==> src/rtl/lc4_exec_seq.sv <==
// LC4 execute sequencer: fetches operands from an 8-entry register file, hands them
// to an external combinational ALU, then commits writeback, NZP and next PC (IDLE/EXEC/WB).
module lc4_exec_seq #(
    parameter int WORD_SIZE = 16
) (
    input  logic                 clk,
    input  logic                 rst_n,
    input  logic                 i_insn_valid,
    output logic                 o_insn_ready,
    input  logic [15:0]          i_insn,
    input  logic [15:0]          i_pc,
    output logic [15:0]          o_alu_insn,
    output logic [15:0]          o_alu_pc,
    output logic [WORD_SIZE-1:0] o_alu_r1data,
    output logic [WORD_SIZE-1:0] o_alu_r2data,
    input  logic [WORD_SIZE-1:0] i_alu_result,
    output logic                 o_done,
    output logic                 o_wb_en,
    output logic [2:0]           o_wb_reg,
    output logic [WORD_SIZE-1:0] o_wb_data,
    output logic [15:0]          o_next_pc,
    output logic [2:0]           o_nzp,
    input  logic [2:0]           i_dbg_reg,
    output logic [WORD_SIZE-1:0] o_dbg_data
);
    typedef enum logic [1:0] {IDLE, EXEC, WB} state_t;

    state_t               state_q, state_d;
    logic [WORD_SIZE-1:0] rf_q [8];
    logic [2:0]           nzp_q, nzp_d;
    logic [15:0]          insn_q, pc_q;
    logic [WORD_SIZE-1:0] r1_q, r2_q, result_q;

    logic                 accept, in_wb;
    logic                 wb_en, is_cmp;
    logic [2:0]           wb_reg;
    logic [WORD_SIZE-1:0] wb_data;
    logic [15:0]          next_pc, pc_plus1;
    logic [3:0]           opcode;

    function automatic logic [2:0] nzp_of(input logic [WORD_SIZE-1:0] v);
        if (v[WORD_SIZE-1])
            return 3'b100;
        else if (v == '0)
            return 3'b010;
        else
            return 3'b001;
    endfunction

    assign accept   = (state_q == IDLE) && i_insn_valid;
    assign in_wb    = (state_q == WB);
    assign opcode   = insn_q[15:12];
    assign pc_plus1 = pc_q + 16'd1;

    always_ff @(posedge clk or negedge rst_n) begin
        if (!rst_n)
            state_q <= IDLE;
        else
            state_q <= state_d;
    end

    always_comb begin
        state_d = state_q;
        wb_en   = 1'b0;
        wb_reg  = insn_q[11:9];
        wb_data = result_q;
        next_pc = pc_plus1;
        is_cmp  = 1'b0;
        nzp_d   = nzp_q;

        case (state_q)
            IDLE:    if (i_insn_valid) state_d = EXEC;
            EXEC:    state_d = WB;
            WB:      state_d = IDLE;
            default: state_d = IDLE;
        endcase

        case (opcode)
            4'b0001, 4'b0101, 4'b1001, 4'b1010, 4'b1101: wb_en = 1'b1;
            4'b0100, 4'b1111: begin
                // Subroutine linkage always lands in R7 and jumps to the ALU target.
                wb_en   = 1'b1;
                wb_reg  = 3'd7;
                wb_data = WORD_SIZE'(pc_plus1);
                next_pc = 16'(result_q);
            end
            4'b1100, 4'b1000: next_pc = 16'(result_q);
            4'b0000: begin
                if ((insn_q[11:9] & nzp_q) != 3'b000)
                    next_pc = 16'(result_q);
            end
            4'b0010: is_cmp = 1'b1;
            default: ;
        endcase

        if (in_wb && wb_en)
            nzp_d = nzp_of(wb_data);
        else if (in_wb && is_cmp)
            nzp_d = nzp_of(result_q);
    end

    always_ff @(posedge clk or negedge rst_n) begin
        if (!rst_n) begin
            for (int i = 0; i < 8; i++)
                rf_q[i] <= '0;
            nzp_q <= 3'b010;
        end else begin
            if (in_wb && wb_en)
                rf_q[wb_reg] <= wb_data;
            nzp_q <= nzp_d;
        end
    end

    // HICONST reads its destination as the first operand so the low byte is preserved.
    always_ff @(posedge clk or negedge rst_n) begin
        if (!rst_n) begin
            insn_q   <= '0;
            pc_q     <= '0;
            r1_q     <= '0;
            r2_q     <= '0;
            result_q <= '0;
        end else begin
            if (accept) begin
                insn_q <= i_insn;
                pc_q   <= i_pc;
                r1_q   <= (i_insn[15:12] == 4'b1101) ? rf_q[i_insn[11:9]] : rf_q[i_insn[8:6]];
                r2_q   <= rf_q[i_insn[2:0]];
            end
            if (state_q == EXEC)
                result_q <= i_alu_result;
        end
    end

    assign o_insn_ready = (state_q == IDLE);
    assign o_alu_insn   = insn_q;
    assign o_alu_pc     = pc_q;
    assign o_alu_r1data = r1_q;
    assign o_alu_r2data = r2_q;
    assign o_done       = in_wb;
    assign o_wb_en      = in_wb && wb_en;
    assign o_wb_reg     = in_wb ? wb_reg : 3'd0;
    assign o_wb_data    = in_wb ? wb_data : '0;
    assign o_next_pc    = in_wb ? next_pc : 16'd0;
    assign o_nzp        = nzp_q;
    assign o_dbg_data   = rf_q[i_dbg_reg];
endmodule

==> config.mk <==
export PLATFORM = sky130hd
export DESIGN_NAME = lc4_exec_seq
export DESIGN_NICKNAME = d
export VERILOG_FILES = /design/src/rtl/lc4_exec_seq.sv
export SDC_FILE = /design/constraint.sdc
export NUM_CORES = 1
export LEC_CHECK = 0
export ABC_CLOCK_PERIOD_IN_PS = 2700
export CORE_UTILIZATION = 51
export DETAILED_ROUTE_END_ITERATION = 6
export GPL_ROUTABILITY_DRIVEN = 0
export MAX_ROUTING_LAYER = met4
export PLACE_DENSITY_LB_ADDON = 0.12
export SETUP_SLACK_MARGIN = 0.2
export SLEW_MARGIN = 20
export SYNTH_ARGS = -nofsm -noshare
export SYNTH_HDL_FRONTEND = slang
export SYNTH_SLANG_ARGS = --single-unit
==> constraint.sdc <==
create_clock -name clk -period 2.7 [get_ports clk]
set_input_delay 0.54 -clock clk [delete_from_list [all_inputs] [get_ports clk]]
set_output_delay 0.54 -clock clk [all_outputs]
set_load 0.02 [all_outputs]
==> results by group, run 1 <==
Floorplanning
  – Die outline height: 162 um
  – Die outline area: 26,400 sq um
  – Core ar.: 25,200 sq um
  – Initial Utilization: 52.1%
  – Die width: 162 um
  – Cell Rows: 58
  – Total I/O pin count: 175

Clocking
  – CTS tree: done
  – Clock transition at path regs: 60 ps
  – Maximum clock path buffer count: 3
  – Cts bufs inserted: 25
  – CTS sink count: 213
  – Clock latency reported for the late side of the worst-skew pair: 540 ps
  – Clock H-tree levels: 1
  – Cell chosen for the clock root: clkbuf_16

Placement
  – Post-place instance area: 16,300 sq um
  – Buffers added on ports: 174
  – Post-detail-place hpwl: 24,900 um
  – # placed instances: 1,607

Timing
  – Crit path setup slack, layout: -242 ps
  – Max-slew headroom: 60.0%
  – Setup violators final: 34
  – Tcrit/Tclk final: 109%
  – Total count of hold-check failures in the final report: 0
  – Unrepaired setup endpoints after global routing: true
  – Final critical-path required period: 2940 ps
  – Number of max-slew violations in the final report: 0
  – Transition time at the pin with the least slew margin: 597 ps
  – Clock tree skew after final layout: 24.4 ps
  – Maximum clock rate: 340 MHz

Drt
  – First-iteration detailed-routing DRC count: 863
  – Total via count in the routed design: 11,074
  – Number of search-and-repair iterations in the first detailed-routing pass: 7
  – Routed vias/inst: 6.20
  – Wire length per cell: 23.4 um
  – Sum of routed wire length over all layers: 41,800 um
  – Count of unresolved DRC violations after routing: 0
  – Remaining antenna violation count after routing: 0

Setup path
  – Count of cells along the worst register-to-register path: 16
  – Worst endpoint data arrival time: 2400 ps
  – Highest fanout seen on the critical path: 4
  – Kind of start point of the critical path: flop
  – Critical Path RT: 2160 ps
  – Cell repeated most along the worst path: buf_4
  – Slowest stage cell on the critical path: dfrtp_1
  – CP peak stage delay: 460 ps
  – Cell chain of the critical path: nand4_1 > nor4_4 > buf_4 > xor2_2 > mux2i_1 > nor2_1 > buf_4
  – Kind of end point of the critical path: primary output
  – Worst setup path category: flop to primary output

Final layout
  – Area occupied by multi-input gates: 8010 sq um
  – Fraction of final layout cells with drive strength greater than 1: 53.3%
  – Number of inserted diodes: 0
  – Final non-filler cell area: 18,800 sq um
  – Register area: 5350 sq um
  – Number of nets in the layout: 1,491
  – Fillers: 1,614
  – Synth-to-layout area growth: 43.4%
  – Final cell count without fillers: 1,785

Synthesis
  – Post-synthesis instance area: 13,100 sq um
  – Leading cell types by total area after synthesis: dfrtp_1, mux4_2, mux2_2
  – Number of enable-type register cells in the synthesized netlist: 0
  – Dominant synthesized flop cell: dfrtp_1
  – Net Count, Synth: 1,124
  – Cell with the most instances after synthesis: dfrtp_1
  – Ys async rst share: 100%
  – Synthesized instance count: 1,069
  – Flip-flop and latch count after synthesis: 213
  – Top cell type's share of synthesized area: 40.4%
  – Number of library cell types mapped by synthesis: 60
  – Share of the yosys chip area belonging to registers: 40.6%
  – Post-synthesis cell type with the largest combined area: dfrtp_1
  – Number of warnings reported in the yosys synthesis log: 0
  – Mapped Avg Cell Area: 12.3 sq um
  – Commonest cells in the synthesized netlist: dfrtp_1, nand2_1, mux2_2

Pwr
  – Maximum ir drop on the vdd rail: 0.608 mV
  – Power after layout: 17.3 mW
  – Power per cell area: 921 nW/um^2
  – Static Leakage: 8.43 nW

Hold path
  – Path category of the worst min-delay check: flop to flop
  – Count of cells along the worst hold path: 2

GRT
  – Pin count of the biggest net entering global routing: 63
  – First-pass GRT wire length: 63,100 um
  – Global-route congestion overflow total: 0
  – Total global routing track utilization: 32.6%
  – Via count of the first global-routing pass: 10,931
  – Initial antenna violation count: 0

Status
  – Violated checks: setup timing
  – Result of the run: complete, but fails checks

Run
  – Number of max-cap violations: 0
## worst max-delay path: cells and delay by family (launching register included)
| kind | cells | cell delay (ps) |
|---|---|---|
| muxes | 1 | 110 |
| DFF | 1 | 460 |
| xor gates and xnor gates | 1 | 170 |
| buffers and inverters | 2 | 360 |
| and+or+nand+nor | 3 | 760 |
## cell families after synthesis
logic type | synth area share [%]
AO/OA/AOI/OAI | 5.64
adder cells (fa/ha/maj) | 0.0954
flip-flops | 40.6
buffers and inverters | 3.54
XOR/XNOR | 0.735
AND/OR/NAND/NOR | 9.72
multiplexers | 39.6
## repair_timing
action / in CTS / in global routing
endpoints found under the hold margin: 58 / 0
gates cloned: 5 / 2
pin swaps: 37 / 36
hold buffers: 1 / 0
buffers inserted: 73 / 51
resized for setup: 365 / 79
setup endpoints to repair: 109 / 102
## path summary, 6_finish.rpt
check | end | from | slack, ps
min in group asynchronous | o_alu_r1data[3]$_DFFE_PN0P_ | rst_n | 540
worst min-delay path | o_alu_r2data[3]$_DFFE_PN0P_ | o_alu_r2data[3]$_DFFE_PN0P_ | 480
worst max register to register | o_nzp[0]$_DFFE_PN0P_ | o_alu_pc[0]$_DFFE_PN0P_ | -170
max in group asynchronous | o_alu_pc[11]$_DFFE_PN0P_ | rst_n | 1410
worst min register to register | o_alu_r2data[3]$_DFFE_PN0P_ | o_alu_r2data[3]$_DFFE_PN0P_ | 480
worst max-delay path | o_next_pc[15] | o_alu_pc[8]$_DFFE_PN0P_ | -240
## metrics by stage
stage	util (%)	worst slack (ps)	hold slack (ps)	setup TNS, ps
6_report	74.7	-242	475	-4000
3_5_place_dp	64.7	-339	466	-5590
2_1_floorplan	-	58.3	244	0
3_3_place_gp	64.7	-317	458	-5560
4_1_cts	72.1	-141	479	-2010
5_1_grt	74.7	-297	501	-6650
## metal layers
layer	GRT usage (%)	share of wire (%)	vias to the layer above
met5	-	0	-
met4	13.1	4.2	0
met3	5.40	8.3	138
met2	50.8	48	598
met1	42.7	39	5609
li1	-	-	4729
## layout by cell type (no fill, tap or decap), types with 7 or more instances in the layout
cell type,instances
mux4_2,128
clkdlybuf4s50_1,115
nor2_1,21
clkinv_2,8
a21oi_1,9
buf_2,17
dfrtp_1,199
clkbuf_1,8
and2_4,15
clkbuf_16,27
buf_12,29
nor2_4,7
a211oi_2,8
mux2_2,156
buf_6,54
dfrtp_2,13
nor2_2,13
mux2i_1,38
nand2_1,158
o21ai_0,60
buf_4,205
## area by class of cell
class,instances,share of cell area (%)
Multi-Input combinational cell,753,42.6
Sequential cell,213,28.4
Timing Repair Buffer,435,22.5
Clock buffer,34,3.56
Tap cell,330,2.19
Clock inverter,12,0.619
Inverter,8,0.160
## registers in the layout, summed over array words and instances (netlist names)
name / cells
o_alu_insn: 16
result_q: 16
o_alu_r2data: 16
state_q: 2
o_alu_pc: 16
o_nzp: 3
o_alu_r1data: 16
rf_q: 128
## where the power goes
group | internal (mW) | switching [mW]
combinational | 4.81 | 3.79
clock | 1.93 | 1.36
sequential | 4.31 | 1.14
Power figures use the tool's default switching activity.
==> run 2: changes to the inputs <==
--- a/config.mk
+++ b/config.mk
@@ -5,7 +5,7 @@
 export SDC_FILE = /design/constraint.sdc
 export NUM_CORES = 1
 export LEC_CHECK = 0
-export ABC_CLOCK_PERIOD_IN_PS = 2700
+export ABC_CLOCK_PERIOD_IN_PS = 2600
 export CORE_UTILIZATION = 51
 export DETAILED_ROUTE_END_ITERATION = 6
 export GPL_ROUTABILITY_DRIVEN = 0
==> constraint.sdc (replaced) <==
create_clock -name clk -period 2.6 [get_ports clk]
set_input_delay 0.52 -clock clk [delete_from_list [all_inputs] [get_ports clk]]
set_output_delay 0.52 -clock clk [all_outputs]
set_load 0.02 [all_outputs]
==> run 2 against run 1 <==
Effect of this change: final area is 3.4% higher; the flow still finishes with violations (setup timing); sequential cell count unchanged; total power grew 7.8%; non-clock buffer count increased by 16; first-iteration DRC count fell by 5.3%; critical path type unchanged; clock power rose by 7.3%.
==> results by group, run 2 (same netlist as run 1, synthesis figures left out) <==
Final layout
  – Register area: 5350 sq um
  – Register name with the most flops: rf_q
  – Fraction of final layout cells with drive strength greater than 1: 54.5%
  – Synth-to-layout area growth: 48.3%
  – Commonest cells after routing, fill and taps aside: buf_4, dfrtp_1, nand2_1
  – Area occupied by multi-input gates: 8330 sq um
  – Number of inserted diodes: 0
  – Number of nets in the layout: 1,508
  – Final non-filler cell area: 19,500 sq um
  – Fillers: 1,588
  – Number of flip-flops under the largest register name: 128
  – Most common library cell in the layout ignoring fill and taps: buf_4

Clocking
  – Clock latency reported for the late side of the worst-skew pair: 530 ps
  – Clock transition at path regs: 60 ps
  – CTS tree: done
  – Cts bufs inserted: 25
  – Clock H-tree levels: 1
  – Maximum clock path buffer count: 3
  – CTS sink count: 213
  – Cell chosen for the clock root: clkbuf_16

Drt
  – Routed vias/inst: 6.13
  – Routed wire length on met3: 3490 um
  – Uppermost layer routed: met4
  – First-iteration detailed-routing DRC count: 817
  – Remaining antenna violation count after routing: 0
  – WL met2: 21,200 um
  – Number of search-and-repair iterations in the first detailed-routing pass: 5
  – Met1 layer wirelength in the final routing: 16,500 um
  – Total via count in the routed design: 11,035
  – Sum of routed wire length over all layers: 42,800 um
  – Wire length per cell: 23.7 um
  – Count of unresolved DRC violations after routing: 0

Floorplanning
  – Core ar.: 25,200 sq um
  – Die outline height: 162 um
  – Die width: 162 um
  – Initial Utilization: 52.1%
  – Die outline area: 26,400 sq um
  – Cell Rows: 58
  – Total I/O pin count: 175

GRT
  – Total global routing track utilization: 32.4%
  – First-pass GRT wire length: 62,900 um
  – Pin count of the biggest net entering global routing: 76
  – Via count of the first global-routing pass: 11,089
  – Global-route congestion overflow total: 0
  – Initial antenna violation count: 0

Timing
  – Total count of hold-check failures in the final report: 0
  – Crit path setup slack, layout: -250 ps
  – Setup violators final: 35
  – Maximum clock rate: 351 MHz
  – Clock tree skew after final layout: 15.9 ps
  – Transition time at the pin with the least slew margin: 613 ps
  – Tcrit/Tclk final: 110%
  – Final critical-path required period: 2850 ps
  – Unrepaired setup endpoints after global routing: true
  – Number of max-slew violations in the final report: 0
  – Setup TNS after final layout: -5970 ps
  – Max-slew headroom: 58.8%

Placement
  – Post-detail-place hpwl: 25,200 um
  – Post-place instance area: 16,500 sq um
  – Setup WS pre-CTS: -382 ps
  – Buffers added on ports: 174

Setup path
  – Kind of start point of the critical path: flop
  – Critical Path RT: 2080 ps
  – Kind of end point of the critical path: primary output
  – Worst setup path category: flop to primary output
  – Highest fanout seen on the critical path: 5
  – Worst endpoint data arrival time: 2330 ps

Run
  – Number of max-cap violations: 0

Pwr
  – Maximum ir drop on the vdd rail: 0.649 mV
  – Static Leakage: 8.77 nW
  – Power per cell area: 960 nW/um^2

Status
  – Result of the run: complete, but fails checks
  – Violated checks: setup timing

Hold path
  – Path category of the worst min-delay check: input pin to flop
==> run 2: power by group <==
group | internal [mW] | switching [mW]
logic | 5.41 | 4.11
clock network | 2.11 | 1.42
registers | 4.48 | 1.16
==> run 2: worst paths after layout <==
path	startpoint	endpoint	slack, ps	cells past startpoint
max	o_alu_pc[1]$_DFFE_PN0P_	o_next_pc[6]	-250	9
min	i_insn[6]	o_alu_insn[6]$_DFFE_PN0P_	440	3
max reg2reg	o_alu_insn[13]$_DFFE_PN0P_	o_nzp[0]$_DFFE_PN0P_	80	11
min reg2reg	o_alu_r2data[6]$_DFFE_PN0P_	o_alu_r2data[6]$_DFFE_PN0P_	480	2
max in group asynchronous	rst_n	o_nzp[1]$_DFFE_PN1P_	1330	3
min in group asynchronous	rst_n	o_alu_r2data[3]$_DFFE_PN0P_	490	2
==> run 2: cell type report <==
cell class	instances	area share (%)
clock inverter	11	0.592
clock buffer	34	3.65
timing repair buffer	451	23.2
tap	330	2.12
sequential	213	27.5
inverter	8	0.154
multi-input combinational	754	42.8
==> run 2: worst max-delay path: stages (launching register included) <==
cell     delay (ps)
dfrtp_2         420
ha_4            160
buf_4           130
inv_1            50
nor2_1          130
xor2_1          260
buf_4           190
mux2i_1          80
nor2_1          180
buf_2           200
==> run 2: per-layer routing <==
layer	vias up	GRT usage [%]
li1	4797	-
met4	0	11.4
met5	-	-
met1	5552	41.3
met2	573	51.9
met3	113	6.09
==> run 2: repair_timing <==
item	4_1_cts	5_1_grt
gates resized for setup	374	147
setup endpoints to repair	66	124
endpoints found under the hold margin	48	0
buffers inserted	94	40
hold buffers	1	0
pin swaps	49	33
cloned	3	3
==> run 2: per-stage QoR <==
stage	total power, mW	utilization (%)	std cells	hold WS (ps)
floorplan	9.96	-	1069	224
finish	18.7	77.2	1801	436
detailed placement	13.0	65.5	1615	462
global route	19.5	77.2	1801	491
CTS	17.6	73.4	1758	433
global placement	12.8	65.5	1615	459
